File: src/rtl/npc_pkg.sv
// Shared NPC core types and constants.
// Latency: n/a (declarations only).
// Backpressure: n/a.
package npc_pkg;

    // Fetch sequencer states.
    typedef enum logic [1:0] {
        FS_REQ   = 2'd0,
        FS_WAIT  = 2'd1,
        FS_HOLD  = 2'd2,
        FS_DRAIN = 2'd3
    } fetch_state_e;

    localparam logic [31:0] RESET_PC_DEFAULT = 32'h8000_0000;
    localparam logic [31:0] INST_NOP         = 32'h0000_0013;

endpackage

File: src/rtl/ifu_fetch.sv
// Instruction fetch: owns the PC, one imem request in flight, registers {pc, insn} for decode.
// Latency: request accepted in N, response N+1, out_valid N+2 (zero-wait memory).
// Backpressure: holds the instruction until out_ready; no new request while holding or waiting.
module ifu_fetch
    import npc_pkg::*;
#(
    parameter int unsigned      XLEN     = 32,
    parameter logic [XLEN-1:0]  RESET_PC = XLEN'(RESET_PC_DEFAULT)
) (
    input  logic            clk,
    input  logic            rst,
    input  logic            redirect_valid,
    input  logic [XLEN-1:0] redirect_pc,
    output logic            imem_req_valid,
    input  logic            imem_req_ready,
    output logic [XLEN-1:0] imem_req_addr,
    input  logic            imem_resp_valid,
    input  logic [31:0]     imem_resp_data,
    output logic            out_valid,
    input  logic            out_ready,
    output logic [XLEN-1:0] out_pc,
    output logic [31:0]     out_instruction,
    output logic            busy
);

    localparam logic [XLEN-1:0] ALIGN_MASK = ~XLEN'(3);

    fetch_state_e    state_q, state_d;
    logic [XLEN-1:0] pc_q, pc_d;
    logic            out_valid_q, out_valid_d;
    logic [XLEN-1:0] out_pc_q, out_pc_d;
    logic [31:0]     out_inst_q, out_inst_d;
    logic            pc_incr;
    logic            req_hs;
    logic [XLEN-1:0] redirect_tgt;

    assign redirect_tgt    = redirect_pc & ALIGN_MASK;
    assign imem_req_valid  = (state_q == FS_REQ) && !rst;
    assign imem_req_addr   = pc_q & ALIGN_MASK;
    assign req_hs          = imem_req_valid && imem_req_ready;
    assign busy            = (state_q == FS_WAIT) || (state_q == FS_DRAIN);
    assign out_valid       = out_valid_q;
    assign out_pc          = out_pc_q;
    assign out_instruction = out_inst_q;

    // Next-state and output-register update; redirect outranks every other event.
    always_comb begin
        state_d     = state_q;
        out_valid_d = out_valid_q;
        out_pc_d    = out_pc_q;
        out_inst_d  = out_inst_q;
        pc_incr     = 1'b0;
        case (state_q)
            FS_REQ: begin
                // A request launched alongside a redirect is wrong-path: drain its response.
                if (req_hs) begin
                    state_d = redirect_valid ? FS_DRAIN : FS_WAIT;
                end
            end
            FS_WAIT: begin
                if (redirect_valid) begin
                    // Response in the same cycle settles the debt; otherwise it is still owed.
                    state_d = imem_resp_valid ? FS_REQ : FS_DRAIN;
                end else if (imem_resp_valid) begin
                    out_valid_d = 1'b1;
                    out_pc_d    = pc_q;
                    out_inst_d  = imem_resp_data;
                    state_d     = FS_HOLD;
                end
            end
            FS_HOLD: begin
                if (redirect_valid) begin
                    out_valid_d = 1'b0;
                    state_d     = FS_REQ;
                end else if (out_ready) begin
                    out_valid_d = 1'b0;
                    pc_incr     = 1'b1;
                    state_d     = FS_REQ;
                end
            end
            FS_DRAIN: begin
                // Redirect here only retargets the PC; the single owed response still ends the drain.
                if (imem_resp_valid) begin
                    state_d = FS_REQ;
                end
            end
            default: state_d = FS_REQ;
        endcase
    end

    // PC mux: redirect target, sequential advance on consume, else hold.
    always_comb begin
        pc_d = pc_q;
        if (redirect_valid) begin
            pc_d = redirect_tgt;
        end else if (pc_incr) begin
            pc_d = pc_q + XLEN'(4);
        end
    end

    // State registers with synchronous reset.
    always_ff @(posedge clk) begin
        if (rst) begin
            state_q     <= FS_REQ;
            pc_q        <= RESET_PC;
            out_valid_q <= 1'b0;
            out_pc_q    <= '0;
            out_inst_q  <= '0;
        end else begin
            state_q     <= state_d;
            pc_q        <= pc_d;
            out_valid_q <= out_valid_d;
            out_pc_q    <= out_pc_d;
            out_inst_q  <= out_inst_d;
        end
    end

    // A response is only legal while one is owed.
    a_resp_when_owed: assert property (@(posedge clk) disable iff (rst)
        imem_resp_valid |-> (state_q == FS_WAIT || state_q == FS_DRAIN));

endmodule

File: config.mk
export PLATFORM = sky130hd
export DESIGN_NAME = ifu_fetch
export DESIGN_NICKNAME = d
export VERILOG_FILES = /design/src/rtl/npc_pkg.sv /design/src/rtl/ifu_fetch.sv
export SDC_FILE = /design/constraint.sdc
export NUM_CORES = 1
export LEC_CHECK = 0
export ABC_AREA = 1
export CAP_MARGIN = 5
export CORE_MARGIN = 1.5
export CORE_UTILIZATION = 30
export CTS_CLUSTER_SIZE = 24
export DETAILED_ROUTE_END_ITERATION = 8
export PLACE_DENSITY_LB_ADDON = 0.25
export SLEW_MARGIN = 0
export SYNTH_ARGS = -nofsm -noshare
export SYNTH_HDL_FRONTEND = slang
export SYNTH_SLANG_ARGS = --single-unit
File: constraint.sdc
create_clock -name clk -period 1.5 [get_ports clk]
set_input_delay 0.15 -clock clk [delete_from_list [all_inputs] [get_ports clk]]
set_output_delay 0.15 -clock clk [all_outputs]
set_load 0.03 [all_outputs]
==> summary.txt <==
Final nets - 960
Finished Layout Cells - 1082
Dpl hpwl - 11400 um
FF/Latch Area - 1920 um2
Die Y-Extent - 127 um
Reg power frac - 0.384
RSZ-0062 raised after global routing - true
Initial antenna violation count - 0
Avg Vias per Cell - 4.73
Int Pwr - 5.17 mW
Status - finished clean
Sw Ratio - 0.349
Total number of vias - 5117
Critical path class - reg2out
Critical path cell sequence - buf_4 -> dlygate4sd2_1
Period utilisation layout - 0.979
FF-to-FF End - pc_q[21]$_SDFFE_PP0P_
Max Clk Rate - 0.681 GHz
All-layer global routing usage - 0.193
Clock power frac - 0.296
Die extent in x - 127 um
Root buf cell - clkbuf_16
Hold Fails Final Rpt - 0
Clk_skew - 7.70 ps
Gp weighted congestion - 0.876
Sequential fraction of the synthesis area - 0.410
Crit path required time - 1350 ps
Setup_tns - 0 ps
Post-synth EDFFs - 0
CP startpoint kind - flop
Hold Path Sink - out_instruction[25]$_SDFFE_PP0P_
Worst Path Buf+Inv - 2
Crit-path max cell delay - 410 ps
Worst-path maximum fanout - 3
Vias in the first global route - 4801
CTS Hold Bufs - 0
Min-delay worst type - in2reg
Max-cap viol count - 0
Clock buffer depth - 2
Unique masters post-synth - 38
Leakage - 3.47 nW
FF-to-FF path depth - 10
Switch Pwr - 2.77 mW
Die area - 16200 um2
Initial DRC Count - 280
Most frequent cells in the layout - 130 x nor2_1, 111 x nand2_1, 88 x dlygate4sd2_1
Seq cells post-synth - 95
Clock H-tree levels - 3
Top FF cell, synth - dfxtp_1
Dpl cells - 1055
Clk Latency, worst-skew pair - 350 ps
DRC violations left - 0
Antenna Nets Post-Route - 0
Initial core utilization - 0.306
Reg2Reg Setup Slack - 50 ps
Final setup vio count - 0
PwrDens - 1080 nW/um2
Final Max Slew Viols - 0
Area of the multi-input gates - 2470 um2
Most common cell after layout, fill and taps aside - nor2_1
Reg-to-reg startpoint - pc_q[3]$_SDFFE_PP0P_
Fillers - 1545
Min-Delay Path Depth - 3
CTS Buf Count - 9
Largest net degree at the start of global routing - 59
Hold Crit Start - imem_resp_data[25]
Shortest period the worst path allows - 1470 ps
CTS Sinks - 95
Worst path slowest cell - dfxtp_1
Worst vdd ir - 0.497 mV
Share of cells above drive strength 1 - 0.194
Yosys warning count - 0
IO buf count - 162
Syn-to-layout area delta - 59.0%
CORE AREA - 15100 um2
Delay-heaviest family, CP - buffers and inverters
Final wirelength - 15700 um
CTS tree - yes
Boundary pin count - 169
CP arrival - 1320 ps
Critical path endpoint category - output port
Antenna diodes - 0
Clk slew on worst S/H paths - 70 ps
Avg Inst Size Synth - 6.87 um2
Gr ovfl total - 0
Mapped cell area - 4640 um2
First-pass GRT wire length - 24600 um
Row count - 45
DR WL/cell - 14.5 um
Drt pass-1 iters - 5
Cell count after synthesis - 675
Share of power burned in combinational logic - 0.321
Post-synthesis async set-or-reset flop share - 0
-- repair_timing --
item / 4_1_cts / 5_1_grt
pin swaps: 0 / 11
gates cloned: 0 / 1
setup endpoints to repair: 101 / 46
resized for setup: 99 / 49
hold endpoints to repair: 0 / 0
buffers inserted: 0 / 10
-- state kept, by name (all words and copies together), names as in the netlist --
register / count
state_q: 2
out_instruction: 32
out_pc: 30
out_valid: 1
pc_q: 30
-- area by class of cell --
| class | instances | share of cell area |
|---|---|---|
| repair buffers | 240 | 0.306 |
| flip-flops and latches | 95 | 0.261 |
| clock buffers | 11 | 0.0329 |
| inverters | 48 | 0.0251 |
| well taps | 188 | 0.0319 |
| multi-input cells | 495 | 0.335 |
| clock inverters | 5 | 0.00781 |
-- worst reg2reg max path, delay by kind of cell (launching register included) --
family	cells	cell delay (ps)
buffers and inverters	1	110
AOI/OAI and AO/OA	1	110
and+or+nand+nor	8	780
DFF	1	350
-- power by group through the flow --
stage               combinational (mW)  sequential [mW]  clock (mW)
floorplan                        0.895             3.62           0
global placement                  2.63             3.09           0
detailed placement                2.64             3.09           0
CTS                               2.46             3.03        2.41
global route                      2.76             3.08        2.52
finish                            2.54             3.04        2.35
-- worst max path at each step --
| stage | slack, ps | from | depth (start not counted) | endpoint |
|---|---|---|---|---|
| final | 30 | pc_q[7]$_SDFFE_PP0P_ | 2 | imem_req_addr[7] |
| after global routing | -40 | pc_q[3]$_SDFFE_PP0P_ | 11 | pc_q[21]$_SDFFE_PP0P_ |
| after CTS | 0.2 | out_pc[5]$_SDFFE_PP0P_ | 1 | out_pc[5] |
| after detailed placement | -160 | redirect_valid | 8 | pc_q[13]$_SDFFE_PP0P_ |
| after global placement | -160 | redirect_valid | 8 | pc_q[13]$_SDFFE_PP0P_ |
| after floorplan | 3 | pc_q[6]$_SDFFE_PP0P_ | 10 | pc_q[21]$_SDFFE_PP0P_ |
-- cell usage after synthesis (4+ instances only) --
cell        n  area [um2]
nor2_2      8        50.1
inv_1      41         154
buf_2      13        65.1
nand3_1    42         210
nor3_1      8        40.0
nor2_1    144         541
clkbuf_1   12        45.0
nand2_1   113         424
a21oi_2     4        35.0
dfxtp_1    95        1900
buf_4      12        90.1
a211oi_1    5        37.5
o21ai_0    70         350
nand4_1     4        25.0
a21oi_1    52         260
o211ai_1    4        30.0
inv_2       6        22.5
nand2_2    11        68.8
-- cells by family (layout without fill, tap and decap cells) --
family	count (synthesis)	after routing	synth area share
and+or+nand+nor	344	344	0.330
DFF	95	95	0.410
adders and majority gates	1	1	0.00270
other	1	4	0.000809
buffers and inverters	88	304	0.0853
AOI/OAI and AO/OA	144	144	0.167
xor gates and xnor gates	2	2	0.00378
-- stage by stage --
stage | cell area, um2 | setup WS (ps) | util | hold slack, ps | power, mW
3_5_place_dp | 6920 | -156 | 0.457 | 454 | 5.73
4_1_cts | 7120 | 0.225 | 0.470 | 364 | 7.90
3_3_place_gp | 6920 | -157 | 0.457 | 450 | 5.72
2_1_floorplan | 4660 | 2.84 | - | 285 | 4.52
5_1_grt | 7370 | -44.2 | 0.487 | 392 | 8.37
6_report | 7370 | 31.6 | 0.487 | 375 | 7.93
-- routing by layer --
layer	vias to the layer above	GRT usage	part of all wire
met4	0	0.0541	0.020
met2	154	0.309	0.46
li1	2611	-	-
met5	-	0	0
met3	25	0.0653	0.078
met1	2327	0.248	0.44
(Power assumes the default switching activity.)
